$ cat config.mk
export PLATFORM = sky130hd
export DESIGN_NAME = i2c_slave_target
export DESIGN_NICKNAME = d
export VERILOG_FILES = /design/src/rtl/i2c_slave_target.sv
export SDC_FILE = /design/constraint.sdc
export NUM_CORES = 1
export LEC_CHECK = 0
export ABC_AREA = 1
export BUFFER_PORTS_ARGS = -buffer_cell sky130_fd_sc_hd__buf_2
export CAP_MARGIN = 40
export CORE_MARGIN = 1
export CORE_UTILIZATION = 35
export CTS_CLUSTER_DIAMETER = 50
export DETAILED_ROUTE_END_ITERATION = 10
export PLACE_DENSITY_LB_ADDON = 0.25
export SYNTH_ARGS = -nofsm -noshare
export SYNTH_HDL_FRONTEND = slang
export SYNTH_SLANG_ARGS = --single-unit
$ cat constraint.sdc
create_clock -name PCLK -period 1.7 [get_ports PCLK]
set_input_delay 0.17 -clock PCLK [delete_from_list [all_inputs] [get_ports PCLK]]
set_output_delay 0.17 -clock PCLK [all_outputs]
set_load 0.01 [all_outputs]
$ cat src/rtl/i2c_slave_target.sv
// i2c_slave_target: filtered I2C target with 7-bit address match, register pointer and external register bank port
module i2c_slave_target #(
    parameter logic [6:0] SLAVE_ADDR = 7'h3C,
    parameter int         FILT_LEN   = 3
) (
    input  logic       PCLK,
    input  logic       PRESETN,
    input  logic       SCL_IN,
    input  logic       SDA_IN,
    output logic       SDA_OE,
    output logic       reg_wr_en,
    output logic [7:0] reg_addr,
    output logic [7:0] reg_wr_data,
    input  logic [7:0] reg_rd_data,
    output logic       busy
);
    localparam int CW = $clog2(FILT_LEN) + 1;
    typedef enum logic [3:0] {
        IDLE, ADDR, ADDR_ACK, PTR, PTR_ACK, WDATA, WDATA_ACK, RDATA, RD_MACK, WAIT_STOP
    } state_t;
    state_t r_state, w_state_nxt;
    logic [1:0] r_s1, r_s2, r_f, r_d;
    logic [CW-1:0] r_fc [2];
    logic [3:0] r_cnt, w_cnt_nxt;
    logic [7:0] r_shift, w_shift_nxt, r_ptr, w_ptr_nxt, r_wr_data, w_wr_data_nxt;
    logic r_oe, w_oe_nxt, r_busy, w_busy_nxt, r_wr_en, w_wr_en_nxt;
    logic w_scl_rise, w_scl_fall, w_start, w_stop, w_sda;
    // Index 1 carries SCL, index 0 carries SDA; a filtered line moves only after FILT_LEN stable cycles
    always_ff @(posedge PCLK or negedge PRESETN) begin
        if (!PRESETN) begin
            r_s1 <= '1;
            r_s2 <= '1;
            r_f  <= '1;
            r_d  <= '1;
            for (int i = 0; i < 2; i++) r_fc[i] <= '0;
        end else begin
            r_s1 <= {SCL_IN, SDA_IN};
            r_s2 <= r_s1;
            r_d  <= r_f;
            for (int i = 0; i < 2; i++) begin
                if (r_s2[i] == r_f[i]) r_fc[i] <= '0;
                else if (r_fc[i] == CW'(FILT_LEN - 1)) begin
                    r_f[i]  <= r_s2[i];
                    r_fc[i] <= '0;
                end else r_fc[i] <= r_fc[i] + 1'b1;
            end
        end
    end
    assign w_sda      = r_f[0];
    assign w_scl_rise = r_f[1] & ~r_d[1];
    assign w_scl_fall = ~r_f[1] & r_d[1];
    assign w_start    = r_f[1] & r_d[1] & r_d[0] & ~r_f[0];
    assign w_stop     = r_f[1] & r_d[1] & ~r_d[0] & r_f[0];
    always_ff @(posedge PCLK or negedge PRESETN) begin
        if (!PRESETN) begin
            r_state   <= IDLE;
            r_cnt     <= '0;
            r_shift   <= '0;
            r_ptr     <= '0;
            r_wr_data <= '0;
            r_oe      <= 1'b0;
            r_busy    <= 1'b0;
            r_wr_en   <= 1'b0;
        end else begin
            r_state   <= w_state_nxt;
            r_cnt     <= w_cnt_nxt;
            r_shift   <= w_shift_nxt;
            r_ptr     <= w_ptr_nxt;
            r_wr_data <= w_wr_data_nxt;
            r_oe      <= w_oe_nxt;
            r_busy    <= w_busy_nxt;
            r_wr_en   <= w_wr_en_nxt;
        end
    end
    // Bits are taken on SCL rise; SDA drive and state handoffs happen on SCL fall
    always_comb begin
        w_state_nxt   = r_state;
        w_cnt_nxt     = r_cnt;
        w_shift_nxt   = r_shift;
        w_ptr_nxt     = r_wr_en ? r_ptr + 8'd1 : r_ptr;
        w_wr_data_nxt = r_wr_data;
        w_oe_nxt      = r_oe;
        w_busy_nxt    = r_busy;
        w_wr_en_nxt   = 1'b0;
        if (w_start) begin
            w_state_nxt = ADDR;
            w_cnt_nxt   = '0;
            w_oe_nxt    = 1'b0;
            w_busy_nxt  = 1'b0;
        end else if (w_stop) begin
            w_state_nxt = IDLE;
            w_oe_nxt    = 1'b0;
            w_busy_nxt  = 1'b0;
        end else if (w_scl_rise) begin
            case (r_state)
                ADDR, PTR, WDATA: begin
                    w_shift_nxt = {r_shift[6:0], w_sda};
                    w_cnt_nxt   = r_cnt + 4'd1;
                end
                RDATA: w_cnt_nxt = r_cnt + 4'd1;
                WDATA_ACK: begin
                    w_wr_en_nxt   = 1'b1;
                    w_wr_data_nxt = r_shift;
                end
                RD_MACK: begin
                    if (w_sda) begin
                        w_state_nxt = WAIT_STOP;
                        w_busy_nxt  = 1'b0;
                    end else w_ptr_nxt = r_ptr + 8'd1;
                end
                default: ;
            endcase
        end else if (w_scl_fall) begin
            case (r_state)
                ADDR: if (r_cnt == 4'd8) begin
                    w_state_nxt = (r_shift[7:1] == SLAVE_ADDR) ? ADDR_ACK : WAIT_STOP;
                    w_oe_nxt    = r_shift[7:1] == SLAVE_ADDR;
                    w_busy_nxt  = r_shift[7:1] == SLAVE_ADDR;
                end
                ADDR_ACK: begin
                    w_state_nxt = r_shift[0] ? RDATA : PTR;
                    w_cnt_nxt   = '0;
                    w_shift_nxt = r_shift[0] ? reg_rd_data : r_shift;
                    w_oe_nxt    = r_shift[0] & ~reg_rd_data[7];
                end
                PTR: if (r_cnt == 4'd8) begin
                    w_state_nxt = PTR_ACK;
                    w_ptr_nxt   = r_shift;
                    w_oe_nxt    = 1'b1;
                end
                WDATA: if (r_cnt == 4'd8) begin
                    w_state_nxt = WDATA_ACK;
                    w_oe_nxt    = 1'b1;
                end
                PTR_ACK, WDATA_ACK: begin
                    w_state_nxt = WDATA;
                    w_cnt_nxt   = '0;
                    w_oe_nxt    = 1'b0;
                end
                RDATA: begin
                    w_state_nxt = (r_cnt == 4'd8) ? RD_MACK : RDATA;
                    w_oe_nxt    = (r_cnt == 4'd8) ? 1'b0 : ~r_shift[3'd7 - r_cnt[2:0]];
                end
                RD_MACK: begin
                    w_state_nxt = RDATA;
                    w_cnt_nxt   = '0;
                    w_shift_nxt = reg_rd_data;
                    w_oe_nxt    = ~reg_rd_data[7];
                end
                default: w_oe_nxt = 1'b0;
            endcase
        end
    end
    assign SDA_OE      = r_oe;
    assign reg_wr_en   = r_wr_en;
    assign reg_addr    = r_ptr;
    assign reg_wr_data = r_wr_data;
    assign busy        = r_busy;
endmodule

# After elaboration in Yosys (flattened, before gate mapping)
# Index checks and enable logic that the tools add are counted.
dict set report word_totals {
  regBits 49
  inputBits 12
  elab_cells 147
}
dict set report op_classes {
  add_sub_neg 5
  n_lt_le_gt_ge 1
  n_eq_ne 26
  mux 58
  n_bitwise 18
  n_reduce_logical 23
}
# operator n
set ops {}
lappend ops {{$mux W8} 13}
lappend ops {{$mux W4} 17}
lappend ops {{$pmux W4 S7} 1}
lappend ops {{$mux W1} 19}
lappend ops {{$eq A4 B3 Y1 const B} 4}
lappend ops {{$pmux W8 S2} 1}
lappend ops {{$mux W3} 5}
lappend ops {{$ne A5 B5 Y1 const B} 3}
lappend ops {{$reduce_and A4 Y1} 3}
lappend ops {{$reduce_bool A3 Y1} 4}
lappend ops {{$reduce_bool A4 Y1} 3}
lappend ops {{$not A1 Y1} 10}
lappend ops {{$reduce_and A5 Y1} 2}
lappend ops {{$reduce_bool A9 Y1} 1}
lappend ops {{$add A8 B1 Y8 const B} 1}
lappend ops {{$and A1 B1 Y1} 8}
lappend ops {{$eq A4 B2 Y1 const B} 2}
lappend ops {{$eq A4 B4 Y1 const B} 2}
lappend ops {{$ne A4 B1 Y1 const B} 2}
lappend ops {{$reduce_or A4 Y1} 2}
lappend ops {{$eq A7 B6 Y1 const B} 1}
lappend ops {{$reduce_and A7 Y1} 1}
lappend ops {{$add A3 B1 Y3 const B} 2}
lappend ops {{$eq A3 B2 Y1 const B} 2}
lappend ops {{19 further kinds} 22}

# Longest topological paths before layout
# Gate-level depths: netlist (run 1).
dict set report logic_depth {
  depth_word 10
  depth_mapped 12
  ltp_nobuf 12
}

# Worst setup path before layout (run 1)
# No wires, ideal clock.
dict set report synth_path {
  path_kind {reg2reg}
  from {reg r_f[1]}
  to {reg r_shift[4]}
  setup_time_ns 0.121
  arrival_ns 1.680
  slack_ns -0.101
  path_stages_with_launch 9
  path_cell_list {dfstp_2 -> ha_1 -> clkbuf_1 -> o21ai_0 -> a21oi_2 -> nand2_2 -> buf_6 -> nand2_1 -> o21ai_2}
}
dict set report synth_via {
  elab_chain_len 5
}
# element line
set synth_lines {}
lappend synth_lines {{start, declared} 22} ;# logic [1:0] r_s1, r_s2, r_f, r_d;
lappend synth_lines {{start signal, assigned by index} 43} ;# r_f[i] <= r_s2[i];
lappend synth_lines {{$and A1 B1 Y1} {52, 53}}
lappend synth_lines {{$and A1 B1 Y1 (on tied branches) (2 in series)} {53, 52}}
lappend synth_lines {{$not A1 Y1 (no line)} -}
lappend synth_lines {{$reduce_and A6 Y1 (no line)} -}
lappend synth_lines {{end signal, assigned} 67} ;# r_shift <= w_shift_nxt;
lappend synth_lines {{end, declared} 25} ;# logic [7:0] r_shift, w_shift_nxt, r_ptr, w_ptr_nxt, r_wr_data, w_wr_data_nxt;
# Several ways; a longest one is shown, not always the timed one.
# A chain may end at the register's enable or synchronous reset.

# Worst setup path after layout (run 1)
dict set report layout_path {
  from {reg r_f[1]}
  to {reg r_wr_data[6], in the netlist reg_wr_data[6]}
}
dict set report layout_via {
  elab_chain_len 5
}
# element line
set layout_lines {}
lappend layout_lines {{$and A1 B1 Y1} {52, 53}}
lappend layout_lines {{$and A1 B1 Y1 (on tied branches) (2 in series)} {53, 52}}
lappend layout_lines {{$not A1 Y1 (no line)} -}
lappend layout_lines {{$reduce_and A4 Y1 (no line) (*)} -}
lappend layout_lines {{end signal, assigned} 69} ;# r_wr_data <= w_wr_data_nxt;
lappend layout_lines {{end, declared} 25}
# Mark *: on every way between the ends. The rest lies on a longest branch, timed or not.

==> flow_summary.toml, run 1 <==
[sta]
final-max-slew-violation-count = 0
fin_crit_ns = 1.73
final.setup.worst_slack_ns = -0.0264
hold_viol_final = 0
tightest_slew_ns = 0.434
finClkSkew_ns = 0.00852
fmax_mhz = 579
max_slew_margin_pct = 70.7
finalSetupViolCount = 8
rsz0062_at_grt = "yes"
finalSetupTns_ns = -0.114
fin_crit_sh_pct = 102

[route]
drt_pre_antenna_iters = 5
via_per_inst = 4.95
routed_wl_um = 7670
wl_per_cell_um = 12.6
drt_iter0_drc = 156
highest_layer = "met4"
drc = 0
m1WireLength_um = 3670
dr_wl_met2_um = 3670
drt.antenna.violating_nets = 0
met3_length_um = 253
num_vias = 3007

[min_path]
hold_path.class = "primary input to register"

[floorplan]
top_level_ports = 31
die_h_um = 95.3
die_w_um = 95.3
start_util_pct = 36.5
core-area_um2 = 8340
die_area_um2 = 9080
num_rows = 33

[logic_synthesis]
synth_top_area_share_pct = 33.7
yosys-top-cells-count = "nand2_1, inv_1, nor2_1, dfrtp_1, nand3_1"
async_flop_share_pct = 100
synth_area_leaders = "dfrtp_1, nand2_1, dfstp_2"
ys_seq_area_share_pct = 40.6
synth_top_cell_by_area = "dfrtp_1"
synth.most_common_cell = "nand2_1"
yosysWarnings = 0
synthFlopType = "dfrtp_1"
synth_edf_count = 0
netlist_area_um2 = 3050
synth_nets = 441
avgSynthCellArea_um2 = 7.20
ys_ff_latch = 49
synth_cell_types = 35
synthCells = 423

[setup_path]
worstSetupStartpointType = "register"
arrival_ns = 1.92
r2r_slack_ns = -0.03
required_ns = 1.89
end_kind = "register"
path_max_fanout = 8
critical_path_class = "register to register"

[power_and_ir_drop]
peakVddDrop_uv = 816
leakage_nw = 1.98
power_mw = 7.34
pwr_density_cell_nw_per_um2 = 1830

[cts]
clk_latency_ns = 0.30
cts_inserted_buffers = 5
path_clk_slew_ns = 0.09
clkSinkCount = 49
cts_tree = "yes"
root_buffer = "clkbuf_8"
cts_max_level = 2
clock_path_buffers = 2

[grt]
grt_pass1_vias = 2820
track_usage_pct = 18.1
grt_max_degree = 39
grt_pass1_wl_um = 12900
grt_antenna_before_repair = 0
grt_overflow = 0

[layout]
n_antenna_cell = 0
syn_to_final_growth_pct = 32.0
fin_util_pct = 48.2
layout.nets = 520
fin_cells = 608
drive_above_1_share_pct = 30.0
nFillCells = 834

[place]
dp_cells = 585
io_buffer_count = 30
dpl.hpwl_um = 5840
routabilityCongestion = 0.933
dp_slack_ns = -0.144

[job]
maxCapViolCount = 0

[run_status]
violations = "negative setup slack"
run_status = "finished, violations left"
[report_power, final]
| part | total, mW | switching (mW) | internal (mW) |
|---|---|---|---|
| Combinational | 4.51 | 2.59 | 1.91 |
| Sequential | 1.96 | 0.384 | 1.58 |
| Clock | 0.872 | 0.391 | 0.480 |
[critical path, stage by stage, from the launching register on]
cell	delay [ns]
dfstp_2	0.60
ha_4	0.16
inv_2	0.05
buf_12	0.12
nor2_4	0.13
inv_4	0.05
nor3_4	0.18
buf_6	0.15
buf_16	0.11
a21oi_1	0.06
[sequential cells by signal, indices dropped and copies added, names as in the netlist, 4 cells and up]
register / cells
r_cnt: 4
r_fc: 6
r_shift: 8
r_state: 4
reg_addr: 8
reg_wr_data: 8
[timing repair]
item                                   in CTS  in global routing
setup buffers                               6                  3
hold buffers                                3                  0
gates cloned                                2                  1
setup endpoints to repair                  28                 35
endpoints found under the hold margin      12                  0
pin swaps                                   5                 12
gates resized for setup                    26                 37
[cells in the final DEF, fill, tap and decap left out, types with 6 or more instances in the layout]
cell type   n
nand2_1    98
inv_1      45
nor2_1     42
dfrtp_1    41
buf_4      37
buf_2      30
nand3_1    28
a21oi_1    26
o21ai_0    16
o21ai_1    16
inv_2      11
nor2_2     10
nor3_1      9
nand3_2     8
o21ai_2     8
dfstp_2     8
a21oi_2     6
clkbuf_8    6
[path summary, 6_finish.rpt]
check                                    from  cells after the start                          to
setup / recovery           r_f[1]$_DFFE_PN1P_                      9  reg_wr_data[6]$_DFFE_PN0P_
hold / removal                 reg_rd_data[0]                      5      r_shift[0]$_DFFE_PN0P_
setup reg to reg           r_f[1]$_DFFE_PN1P_                      9  reg_wr_data[6]$_DFFE_PN0P_
hold reg to reg             r_s1[0]$_DFF_PN1_                      0           r_s2[0]$_DFF_PN1_
max in group asynchronous             PRESETN                      3            r_d[0]$_DFF_PN1_
min in group asynchronous             PRESETN                      2           r_fc[2]$_DFF_PN0_
[cell families (layout without fill, tap and decap cells)]
family          count (synthesis)  count (layout)  synth area share (%)
compound gates                 80              80                  14.7
fa+ha+maj                       6               6                  2.46
buf+inv                        65             144                  8.54
xor+xnor                        7               7                  2.01
mux                             2               2                 0.657
simple gates                  214             215                  31.0
flops                          49              49                  40.6
[metal layers]
metal  GRT usage (%)  vias up
met5               0        -
met4            4.55        0
met3            2.79        8
met2            31.3       64
met1            23.5     1401
li1                -     1534
[area by class of cell]
type	instances	area (um2)	share of cell area, %
Sequential cell	49	1240	30.8
Multi-Input combinational cell	310	1710	42.5
Clock inverter	1	30.0	0.747
Clock buffer	7	86.3	2.15
Tap cell	105	131	3.27
Timing Repair Buffer	79	611	15.2
Inverter	57	216	5.38
[through the flow]
step | cell area [um2] | hold slack (ns)
2_1_floorplan | 3050 | -0.126
3_5_place_dp | 3590 | 0.0687
3_3_place_gp | 3590 | 0.0703
6_report | 4020 | 0.203
5_1_grt | 4020 | 0.254
4_1_cts | 3890 | 0.197
Power figures use the tool's default switching activity.
==> run 2: changes to the inputs <==
--- a/config.mk
+++ b/config.mk
@@ -16,3 +16,4 @@
 export SYNTH_ARGS = -nofsm -noshare
 export SYNTH_HDL_FRONTEND = slang
 export SYNTH_SLANG_ARGS = --single-unit
+export TNS_END_PERCENT = 10
==> flow_summary.toml, run 2 (synthesis results as in run 1) <==
[layout]
final_cell_mix = "nand2_1, inv_1, nor2_1"
nFillCells = 873
final_area_um2 = 3840
drive_above_1_share_pct = 26.1
n_antenna_cell = 0
layout_commonest_cell = "nand2_1"
syn_to_final_growth_pct = 26.0
fin_util_pct = 46.0
layout.nets = 516

[setup_path]
r2r-start = "r_d[1]$_DFF_PN1_"
path_common_cell = "inv_1"
arrival_ns = 1.97
worstSetupStartpointType = "register"
cp_slowest_stage_delay_ns = 0.57
required_ns = 1.90
path_cells = "inv_1 > ha_1 > inv_1 > buf_4 > nand2_1 > a21oi_1 > nand3_1 > nand2_1 > inv_1"
rr_worst_depth = 9
critPathLaunch = "r_d[1]$_DFF_PN1_"
critical_path_class = "register to register"
path_max_fanout = 5
end_kind = "register"
crit_slowest_cell = "dfstp_2"

[cts]
clock_path_buffers = 2
cts_tree = "yes"
root_buffer = "clkbuf_8"
clk_latency_ns = 0.31
cts_max_level = 2
cts_inserted_buffers = 5
clkSinkCount = 49
path_clk_slew_ns = 0.09

[route]
routed_wl_um = 7890
wl_per_cell_um = 13.1
drt_iter0_drc = 202
drc = 0
drt_pre_antenna_iters = 4
drt.antenna.violating_nets = 0
num_vias = 2944
via_per_inst = 4.87

[sta]
fin_crit_ns = 1.77
finalSetupViolCount = 15
tightest_slew_ns = 0.446
max_slew_margin_pct = 70.2
finClkSkew_ns = 0.0132
final.setup.worst_slack_ns = -0.0747
fmax_mhz = 563
fin_crit_sh_pct = 104
rsz0062_at_grt = "yes"
hold_viol_final = 0
final-max-slew-violation-count = 0

[job]
maxCapViolCount = 0

[place]
dpl.hpwl_um = 5890
place_area_um2 = 3580
io_buffer_count = 30
routabilityCongestion = 0.854

[min_path]
hp-start = "reg_rd_data[0]"
whs_path_depth = 5
hold_path.class = "primary input to register"

[power_and_ir_drop]
pwr_density_cell_nw_per_um2 = 1800
peakVddDrop_uv = 1040
leakage_nw = 1.93
power_mw = 6.90

[floorplan]
num_rows = 33
top_level_ports = 31
start_util_pct = 36.5
die_area_um2 = 9080
die_h_um = 95.3
die_w_um = 95.3
core-area_um2 = 8340

[grt]
grt_antenna_before_repair = 0
grt_pass1_wl_um = 12700
grt_overflow = 0
grt_max_degree = 50
grt_pass1_vias = 2633
track_usage_pct = 18.0

[run_status]
violations = "negative setup slack"
run_status = "finished, violations left"
## run 2: path summary, 6_finish.rpt
kind / slack [ns] / to
max: -0.07 / SDA_OE$_DFFE_PN0P_
min: 0.22 / r_shift[0]$_DFFE_PN0P_
max reg2reg: -0.07 / SDA_OE$_DFFE_PN0P_
min reg2reg: 0.35 / r_s2[0]$_DFF_PN1_
max in group asynchronous: 1.04 / r_d[1]$_DFF_PN1_
min in group asynchronous: 0.38 / r_cnt[3]$_DFFE_PN0P_
## run 2: layer usage
layer | GRT usage, % | part of all wire (%) | vias up
met5 | 0 | 0 | -
met4 | 4.29 | 1.5 | 0
met3 | 2.39 | 3.3 | 10
met2 | 27.4 | 46 | 55
met1 | 27.0 | 50 | 1357
li1 | - | - | 1522
## run 2: stage by stage
| step | setup TNS [ns] | setup slack, ns | hold WS, ns | instances |
|---|---|---|---|---|
| CTS | -0.430 | -0.0463 | 0.207 | 599 |
| global placement | -0.628 | -0.0565 | 0.177 | 586 |
| finish | -0.388 | -0.0747 | 0.224 | 604 |
| floorplan | -0.00253 | -0.000956 | -0.126 | 423 |
| detailed placement | -1.08 | -0.0961 | 0.182 | 586 |
| global route | -3.72 | -0.153 | 0.245 | 604 |
## run 2: layout make-up
type,instances,area [um2],area share (%)
multi-input combinational,310,1630,42.5
sequential,49,1240,32.2
timing repair buffer,75,539,14.0
inverter,57,216,5.64
tap,105,131,3.42
clock buffer,6,72.6,1.89
clock inverter,2,10.0,0.261
## run 2: repair_timing
| action | CTS | global route |
|---|---|---|
| gates resized for setup | 7 | 30 |
| setup buffers | 2 | 4 |
| endpoints found under the setup margin | 20 | 34 |
| hold endpoints to repair | 43 | 0 |
| hold buffers | 3 | 0 |
| cloned | 0 | 1 |
| pin swaps | 4 | 8 |
## run 2: report_power, final
part,leakage (nW),switching (mW),internal [mW]
sequential,0.620,0.386,1.58
combinational,1.27,2.53,1.73
clock,0.0450,0.392,0.286
## run 2: critical path, delay by kind of cell (launching register included)
family,cells,cell delay [ns]
AOI/OAI and AO/OA,1,0.21
buffers and inverters,4,0.44
adders and majority gates,1,0.19
DFF,1,0.57
and+or+nand+nor,3,0.27
